### config.mk
export PLATFORM = sky130hd
export DESIGN_NAME = alu_muldiv
export DESIGN_NICKNAME = d
export VERILOG_FILES = /design/src/rtl/alu_pkg.sv /design/src/rtl/alu_muldiv.sv
export SDC_FILE = /design/constraint.sdc
export NUM_CORES = 1
export LEC_CHECK = 0
export ABC_AREA = 1
export BUFFER_PORTS_ARGS = -buffer_cell sky130_fd_sc_hd__buf_4
export CELL_PAD_IN_SITES_DETAIL_PLACEMENT = 0
export CELL_PAD_IN_SITES_GLOBAL_PLACEMENT = 1
export CORE_ASPECT_RATIO = 1.75
export CORE_MARGIN = 10
export CORE_UTILIZATION = 45
export CTS_BUF_LIST = sky130_fd_sc_hd__clkbuf_4
export DETAILED_ROUTE_END_ITERATION = 10
export PLACE_DENSITY = 0.84
export SLEW_MARGIN = 5
export SYNTH_ARGS = -nofsm -noshare
export SYNTH_HDL_FRONTEND = slang
export SYNTH_SLANG_ARGS = --single-unit
### constraint.sdc
create_clock -name clk -period 3.6 [get_ports clk]
set_input_delay 0.36 -clock clk [delete_from_list [all_inputs] [get_ports clk]]
set_output_delay 0.36 -clock clk [all_outputs]
set_load 0.1 [all_outputs]
### src/rtl/alu_pkg.sv
// rtl/alu_pkg.sv - shared ALU encodings: multiply/divide opcodes and FSM states
package alu_pkg;

    typedef enum logic [1:0] {
        OP_MULT  = 2'b00,
        OP_MULTU = 2'b01,
        OP_DIV   = 2'b10,
        OP_DIVU  = 2'b11
    } op_e;

    typedef enum logic [2:0] {
        IDLE = 3'd0,
        PREP = 3'd1,
        CALC = 3'd2,
        FIX  = 3'd3,
        DONE = 3'd4
    } state_e;

endpackage

### src/rtl/alu_muldiv.sv
// rtl/alu_muldiv.sv - iterative shift-add multiplier / restoring divider with HI/LO results
module alu_muldiv
    import alu_pkg::*;
#(
    parameter int WIDTH = 32,
    parameter int CNT_W = $clog2(WIDTH) + 1
) (
    input  logic             clk,
    input  logic             rst_n,
    input  logic             start,
    input  logic [1:0]       op,
    input  logic [WIDTH-1:0] a,
    input  logic [WIDTH-1:0] b,
    output logic             busy,
    output logic             done,
    output logic [WIDTH-1:0] hi,
    output logic [WIDTH-1:0] lo,
    output logic             div_by_zero
);

    state_e             state, state_next;
    logic [1:0]         op_r;
    logic [WIDTH-1:0]   a_r, b_r;
    logic [WIDTH-1:0]   opnd;
    logic [WIDTH-1:0]   acc_hi, acc_lo;
    logic [CNT_W-1:0]   cnt;
    logic               res_sign, rem_sign;

    logic               is_div, is_signed;
    logic [WIDTH-1:0]   a_mag, b_mag;
    logic [WIDTH:0]     add_a, add_b;
    logic [WIDTH+1:0]   sum;
    logic [WIDTH:0]     mul_t;
    logic [2*WIDTH-1:0] prod;

    assign is_div    = op_r[1];
    assign is_signed = ~op_r[0];
    assign a_mag     = (is_signed && a_r[WIDTH-1]) ? -a_r : a_r;
    assign b_mag     = (is_signed && b_r[WIDTH-1]) ? -b_r : b_r;
    assign prod      = {acc_hi, acc_lo};

    // One shared adder: multiply adds the multiplicand to the upper half,
    // divide subtracts the divisor from the shifted remainder (carry-out = no borrow).
    assign add_a = is_div ? {acc_hi, acc_lo[WIDTH-1]} : {1'b0, acc_hi};
    assign add_b = is_div ? ~{1'b0, opnd} : {1'b0, opnd};
    assign sum   = {1'b0, add_a} + {1'b0, add_b} + {{(WIDTH+1){1'b0}}, is_div};
    assign mul_t = acc_lo[0] ? sum[WIDTH:0] : {1'b0, acc_hi};

    always_ff @(posedge clk or negedge rst_n) begin
        if (!rst_n) begin
            state <= IDLE;
        end else begin
            state <= state_next;
        end
    end

    always_comb begin
        state_next = state;
        case (state)
            IDLE:    if (start) state_next = PREP;
            PREP:    state_next = CALC;
            CALC:    if (cnt == CNT_W'(WIDTH-1)) state_next = FIX;
            FIX:     state_next = DONE;
            DONE:    state_next = IDLE;
            default: state_next = IDLE;
        endcase
    end

    always_ff @(posedge clk or negedge rst_n) begin
        if (!rst_n) begin
            busy        <= 1'b0;
            done        <= 1'b0;
            hi          <= '0;
            lo          <= '0;
            div_by_zero <= 1'b0;
            op_r        <= '0;
            a_r         <= '0;
            b_r         <= '0;
            opnd        <= '0;
            acc_hi      <= '0;
            acc_lo      <= '0;
            cnt         <= '0;
            res_sign    <= 1'b0;
            rem_sign    <= 1'b0;
        end else begin
            busy <= (state_next != IDLE);
            done <= (state_next == DONE);
            case (state)
                IDLE: begin
                    if (start) begin
                        op_r        <= op;
                        a_r         <= a;
                        b_r         <= b;
                        div_by_zero <= 1'b0;
                    end
                end
                PREP: begin
                    acc_hi   <= '0;
                    acc_lo   <= is_div ? a_mag : b_mag;
                    opnd     <= is_div ? b_mag : a_mag;
                    res_sign <= is_signed & (a_r[WIDTH-1] ^ b_r[WIDTH-1]);
                    rem_sign <= is_signed & a_r[WIDTH-1];
                    cnt      <= '0;
                end
                CALC: begin
                    cnt <= cnt + 1'b1;
                    if (is_div) begin
                        acc_hi <= sum[WIDTH+1] ? sum[WIDTH-1:0] : add_a[WIDTH-1:0];
                        acc_lo <= {acc_lo[WIDTH-2:0], sum[WIDTH+1]};
                    end else begin
                        acc_hi <= mul_t[WIDTH:1];
                        acc_lo <= {mul_t[0], acc_lo[WIDTH-1:1]};
                    end
                end
                FIX: begin
                    if (is_div) begin
                        if (b_r == '0) begin
                            lo          <= '1;
                            hi          <= a_r;
                            div_by_zero <= 1'b1;
                        end else begin
                            lo <= res_sign ? -acc_lo : acc_lo;
                            hi <= rem_sign ? -acc_hi : acc_hi;
                        end
                    end else begin
                        {hi, lo} <= res_sign ? -prod : prod;
                    end
                end
                default: ;
            endcase
        end
    end

endmodule

Word level (Yosys, flattened, before mapping)

Index checks and enable logic that the tools add are counted.

Add/subtract/negate cells: 8
Bitwise operators: 5
Mux-type cells: 27
Reductions and logical operators: 9
Eq/ne operators: 8

Operators by type and width:

| cell                | number |
|---|---|
| $mux 32             | 13 |
| $neg 32->32         | 4 |
| $pmux 32 s2         | 2 |
| $mux 33             | 3 |
| $mux 64             | 1 |
| $neg 64->64         | 1 |
| $add 33x33->34      | 1 |
| $add 34x1->34       | 1 |
| $not 32->33         | 1 |
| $logic_not 32->1    | 1 |
| $pmux 3 s4          | 1 |
| $pmux 6 s2          | 1 |
| $add 6x1->6 const B | 1 |
| $eq 3x2->1 const B  | 2 |
| $eq 6x5->1 const B  | 1 |
| $mux 3              | 2 |
| $ne 2x2->1 const B  | 3 |
| $reduce_and 4->1    | 1 |
| $reduce_bool 2->1   | 2 |
| $eq 3x1->1 const B  | 1 |
| $eq 3x3->1 const B  | 1 |
| $logic_not 3->1     | 1 |
| $mux 1              | 3 |
| $reduce_bool 3->1   | 1 |
| 6 further kinds     | 8 |

Output and inout bits: 67
Word-level logic and storage cells: 72
Register bits: 240

Logic depth before layout (Yosys ltp)

Word-level depth: 7
Mapped depth: 22
Mapped depth without buffers: 20

Least setup slack after synthesis

Ideal clock, no wire load.

Kind: reg2reg
Start point: register op_r[1]
End point: register acc_hi[26]
Setup slack: 0.620 ns
Required time: 3.534 ns
Stages on the path, launching flop included: 18
Library setup time: 0.066 ns
Data arrival time: 2.915 ns
Cells stage by stage: dfrtp_1 buf_4 buf_2 clkbuf_1 buf_2 xor2_1 ha_1 a21oi_1 o21ai_0 a21oi_2 nand3_2 nand2_4 nand2_4 buf_6 buf_6 a21oi_2 nand3_1 nand2_1

Longest elaborated chain between the ends: 6
Elaborated cells between the ends (all ways): 8
Those cells by class: add/sub: 2; mux: 6

Ends and longest elaborated chain:

| what                               | RTL line                            | text |
|---|---|---|
| start, declared                    | alu_muldiv.sv:22                    | `logic [1:0] op_r;` |
| start signal, assigned             | alu_muldiv.sv:91                    | `op_r <= op;` |
| $mux 33, on equally long branches  | alu_muldiv.sv:44, alu_muldiv.sv:45  |  |
| $add 33x33->34                     | alu_muldiv.sv:46                    | `assign sum = {1'b0, add_a} + {1'b0, add_b} + {{(WIDTH+1){1'b0}}, is_div};` |
| $add 34x1->34                      | alu_muldiv.sv:46                    |  |
| $mux 33 or $mux 32 (tied branches) | alu_muldiv.sv:47, alu_muldiv.sv:108 |  |
| $mux 32 (*)                        | alu_muldiv.sv:107                   | `if (is_div) begin` |
| $pmux 32 s2 (*)                    | alu_muldiv.sv:88                    | `case (state)` |
| end signal, assigned               | alu_muldiv.sv:108                   | `acc_hi <= sum[WIDTH+1] ? sum[WIDTH-1:0] : add_a[WIDTH-1:0];` |
| end signal, assigned               | alu_muldiv.sv:111                   | `acc_hi <= mul_t[WIDTH:1];` |
| end, declared                      | alu_muldiv.sv:25                    | `logic [WIDTH-1:0] acc_hi, acc_lo;` |

Every way passes the cells marked *; elsewhere a longest branch is shown, timed or not.
A chain may end at the register's enable or synchronous reset.

Final worst setup path

Start point: register op_r[1]
End point: register acc_hi[5]

The elaborated chain is that of the path after synthesis.

==> run_results.csv <==
group,metric,value,unit
outcome,status,"finished clean",
grt,track_usage,35.55,%
worst_setup_path,required,4.22,ns
grt,antenna_found_initial,4,
logic_synthesis,synth_area_per_cell,6.407,sq um
clock_tree,worstSkewPairLatency,0.81,ns
timing,setup_violations,0,
floorplan,die_w,176.4,microns
routing,routedWlPerCell,24.42,microns
routing,via_per_inst,5.763,
clock_tree,cts_made_buffers,61,
clock_tree,cts_tree,"built",
timing,worst_pin_slew,1.397,ns
floorplan,io_pins,136,
logic_synthesis,yosysUniqueCellTypes,52,
worst_setup_path,crit_type,"flip-flop to flip-flop",
final_layout,fin_area,22730,sq um
timing,final_max_slew_viol_count,0,
logic_synthesis,synth-seq-cells,240,
routing,ant_nets,0,
timing,timing_hold_violations_final,0,
logic_synthesis,synth_area,19270,sq um
routing,firstDrtPassIters,8,
timing,final.period_utilization,94.60,%
final_layout,fin_nets,3348,
place,portBuffers,135,
final_layout,syn_to_final_growth,17.97,%
routing,drtIter0Drc,2093,
place,dp.cells,3672,
logic_synthesis,ys_seq_area_share,31.17,%
clock_tree,cts-root-buf,"clkbuf_4",
clock_tree,clockBufferDepth,3,
final_layout,final_layout_size_suffix_gt1_share,12.62,%
hold_path,worstHoldPathType,"primary input to async pin",
worst_setup_path,cp.arrival,4.02,ns
floorplan,num_rows,100,
place,gp_routability_congestion,1.049,
clock_tree,h-tree-depth,2,
timing,setup_tns,0,ns
routing,wirelength,94010,microns
clock_tree,numClockSinks,240,
place,dp_hpwl,74600,microns
logic_synthesis,synth_edf_count,0,
final_layout,finalNonFillerCells,3850,
logic_synthesis,synthCells,3007,
logic_synthesis,ys.flop_type,"dfrtp_1",
worst_setup_path,critPathMaxFanout,26,
grt,grt_pass1_vias,22380,
grt,grt_pass1_wl,137900,microns
floorplan,die_y,293.7,microns
timing,slew_headroom,5.881,%
logic_synthesis,ys_warn_count,0,
worst_setup_path,critPathLaunchType,"flip-flop",
floorplan,start_util,45.42,%
routing,num_vias,22190,
run,drv_cap,0,
clock_tree,cts.clk_slew.worst_paths,0.08,ns
logic_synthesis,syn_nets,3113,
timing,finClkSkew,0.07248,ns
floorplan,die_area,51820,sq um
grt,grt_start_max_net_pins,99,
logic_synthesis,async_flop_share,100.0,%
place,dpl-instance-area,21300,sq um
worst_setup_path,cp-end-kind,"flip-flop",
timing,rsz0062_at_grt,"false",
worst_setup_path,ff2ff_setup_slack,0.19,ns
grt,gr-total-overflow,0,
floorplan,fp.coreArea,42420,sq um
timing,min_period,3.405,ns
timing,max_freq,293.6,MHz
routing,drc,0,
## synth_stat cells (3+ instances only)
library cell  count  area, sq um
o21ai_1           8        40.04
buf_6             7        78.83
a21oi_1         208         1041
a31oi_1          15        93.84
o221ai_1          9        78.83
inv_2             7        26.28
nor4_1            4        25.02
o21bai_1         10        75.07
inv_1           272         1021
nor2_4            3        33.78
and2_1            5        31.28
nand3_2           4        40.04
nor2_1          391         1468
buf_2            20        100.1
nand3b_1         13        97.59
dfrtp_1         240         6006
nand3_1         294         1471
nor2_2           11        68.82
o21ai_0         165        825.8
o22ai_1          10        62.56
nand4_1          41        256.5
buf_1            18        67.56
nand2_1         844         3168
nor3_1           23        115.1
o22a_1            3        26.28
o31ai_1           5        37.54
or2_2             8        50.05
mux2_2            9        101.4
xor2_1          137         1200
o211ai_1         44        330.3
xnor2_1           3        26.28
nor3_2            8        80.08
ha_1             36        450.4
a21oi_2           7        61.31
clkbuf_1         99        371.6
## cell type report
cell class                 count  area, sq um
tap                          561        701.9
multi-input combinational   2340        11600
sequential                   240         6011
timing repair buffer         318         2620
clock buffer                  83        623.1
clock inverter                26        111.4
fill                        4305        19690
inverter                     281         1057
antenna                        1        2.502
## per-layer routing
metal	share of wire, %	vias up	GRT usage, %	wire length, microns
met5	0.024	-	0	23
met4	12	4	34.73	10880
met3	5.9	409	5.369	5588
met2	50	1136	63.39	47420
met1	32	10350	33.62	30100
li1	-	10290	-	-
## cells by family (layout without fill, tap and decap cells)
group | after synthesis | in the layout | share of synthesized area [%]
AND/OR/NAND/NOR | 1661 | 1661 | 36.47
AO/OA/AOI/OAI | 492 | 492 | 14.21
adder cells (fa/ha/maj) | 37 | 37 | 2.442
multiplexers | 10 | 10 | 0.5780
other | 0 | 1 | 0
XOR/XNOR | 140 | 140 | 6.364
flip-flops | 240 | 240 | 31.17
buffers and inverters | 427 | 708 | 8.761
## registers in the layout, indices dropped and copies added, names as in the netlist
| register | cells |
|---|---|
| a_r | 32 |
| acc_hi | 32 |
| acc_lo | 32 |
| b_r | 32 |
| hi | 32 |
| lo | 32 |
| opnd | 32 |
| cnt | 6 |
| state | 3 |
| op_r | 2 |
| busy | 1 |
| div_by_zero | 1 |
| done | 1 |
| rem_sign | 1 |
| res_sign | 1 |
## path summary, 6_finish.rpt
path | cells past startpoint | startpoint | end
hold / removal | 2 | rst_n | opnd[16]
setup reg to reg | 13 | op_r[1] | acc_hi[5]
min in group clk | 3 | a[29] | a_r[29]
setup / recovery | 13 | op_r[1] | acc_hi[5]
hold reg to reg | 2 | hi[21] | hi[21]
max in group asynchronous | 3 | rst_n | opnd[2]
## cell usage in the layout (no fill, tap or decap), types with 36 or more instances in the layout
| cell type | Yosys | final |
|---|---|---|
| inv_1 | 272 | 271 |
| a21oi_1 | 208 | 207 |
| dfrtp_1 | 240 | 238 |
| o211ai_1 | 44 | 44 |
| o21ai_0 | 165 | 161 |
| dlygate4sd3_1 | 0 | 67 |
| xor2_1 | 137 | 137 |
| ha_1 | 36 | 36 |
| nand3_1 | 294 | 293 |
| nor2_1 | 391 | 391 |
| nand4_1 | 41 | 41 |
| buf_4 | 2 | 245 |
| clkbuf_4 | 0 | 83 |
| nand2_1 | 844 | 843 |
## stage by stage
step	hold slack, ns	setup WS [ns]	util (%)
2_1_floorplan	0.06441	0.6197	-
3_3_place_gp	0.4577	0.04457	50.22
6_report	0.2057	0.1946	53.58
5_1_grt	0.2822	0.001529	53.58
4_1_cts	0.2053	0.008483	53.53
3_5_place_dp	0.4587	0.09731	50.22
## what timing repair did
action	CTS	global route
setup buffers	0	1
gates resized for setup	1	5
setup endpoints to repair	1	30
hold buffers	67	0
hold endpoints to repair	160	0
pin swaps	0	0
## worst max-delay path, stage by stage (launching register included)
cell and delay [ns]:
dfrtp_4 0.61, buf_4 0.27, o21ai_0 0.42, ha_1 0.37, a21oi_1 0.15, buf_4 0.15
nand2_1 0.07, nand2_1 0.06, nand3_1 0.13, nor2_4 0.20, nand3_2 0.22, buf_4 0.24
o21ai_0 0.21, o22ai_1 0.10
Power is left out: the tool's default activity adds up to more than one toggle a clock period on the data nets, which glitch-free logic cannot reach.
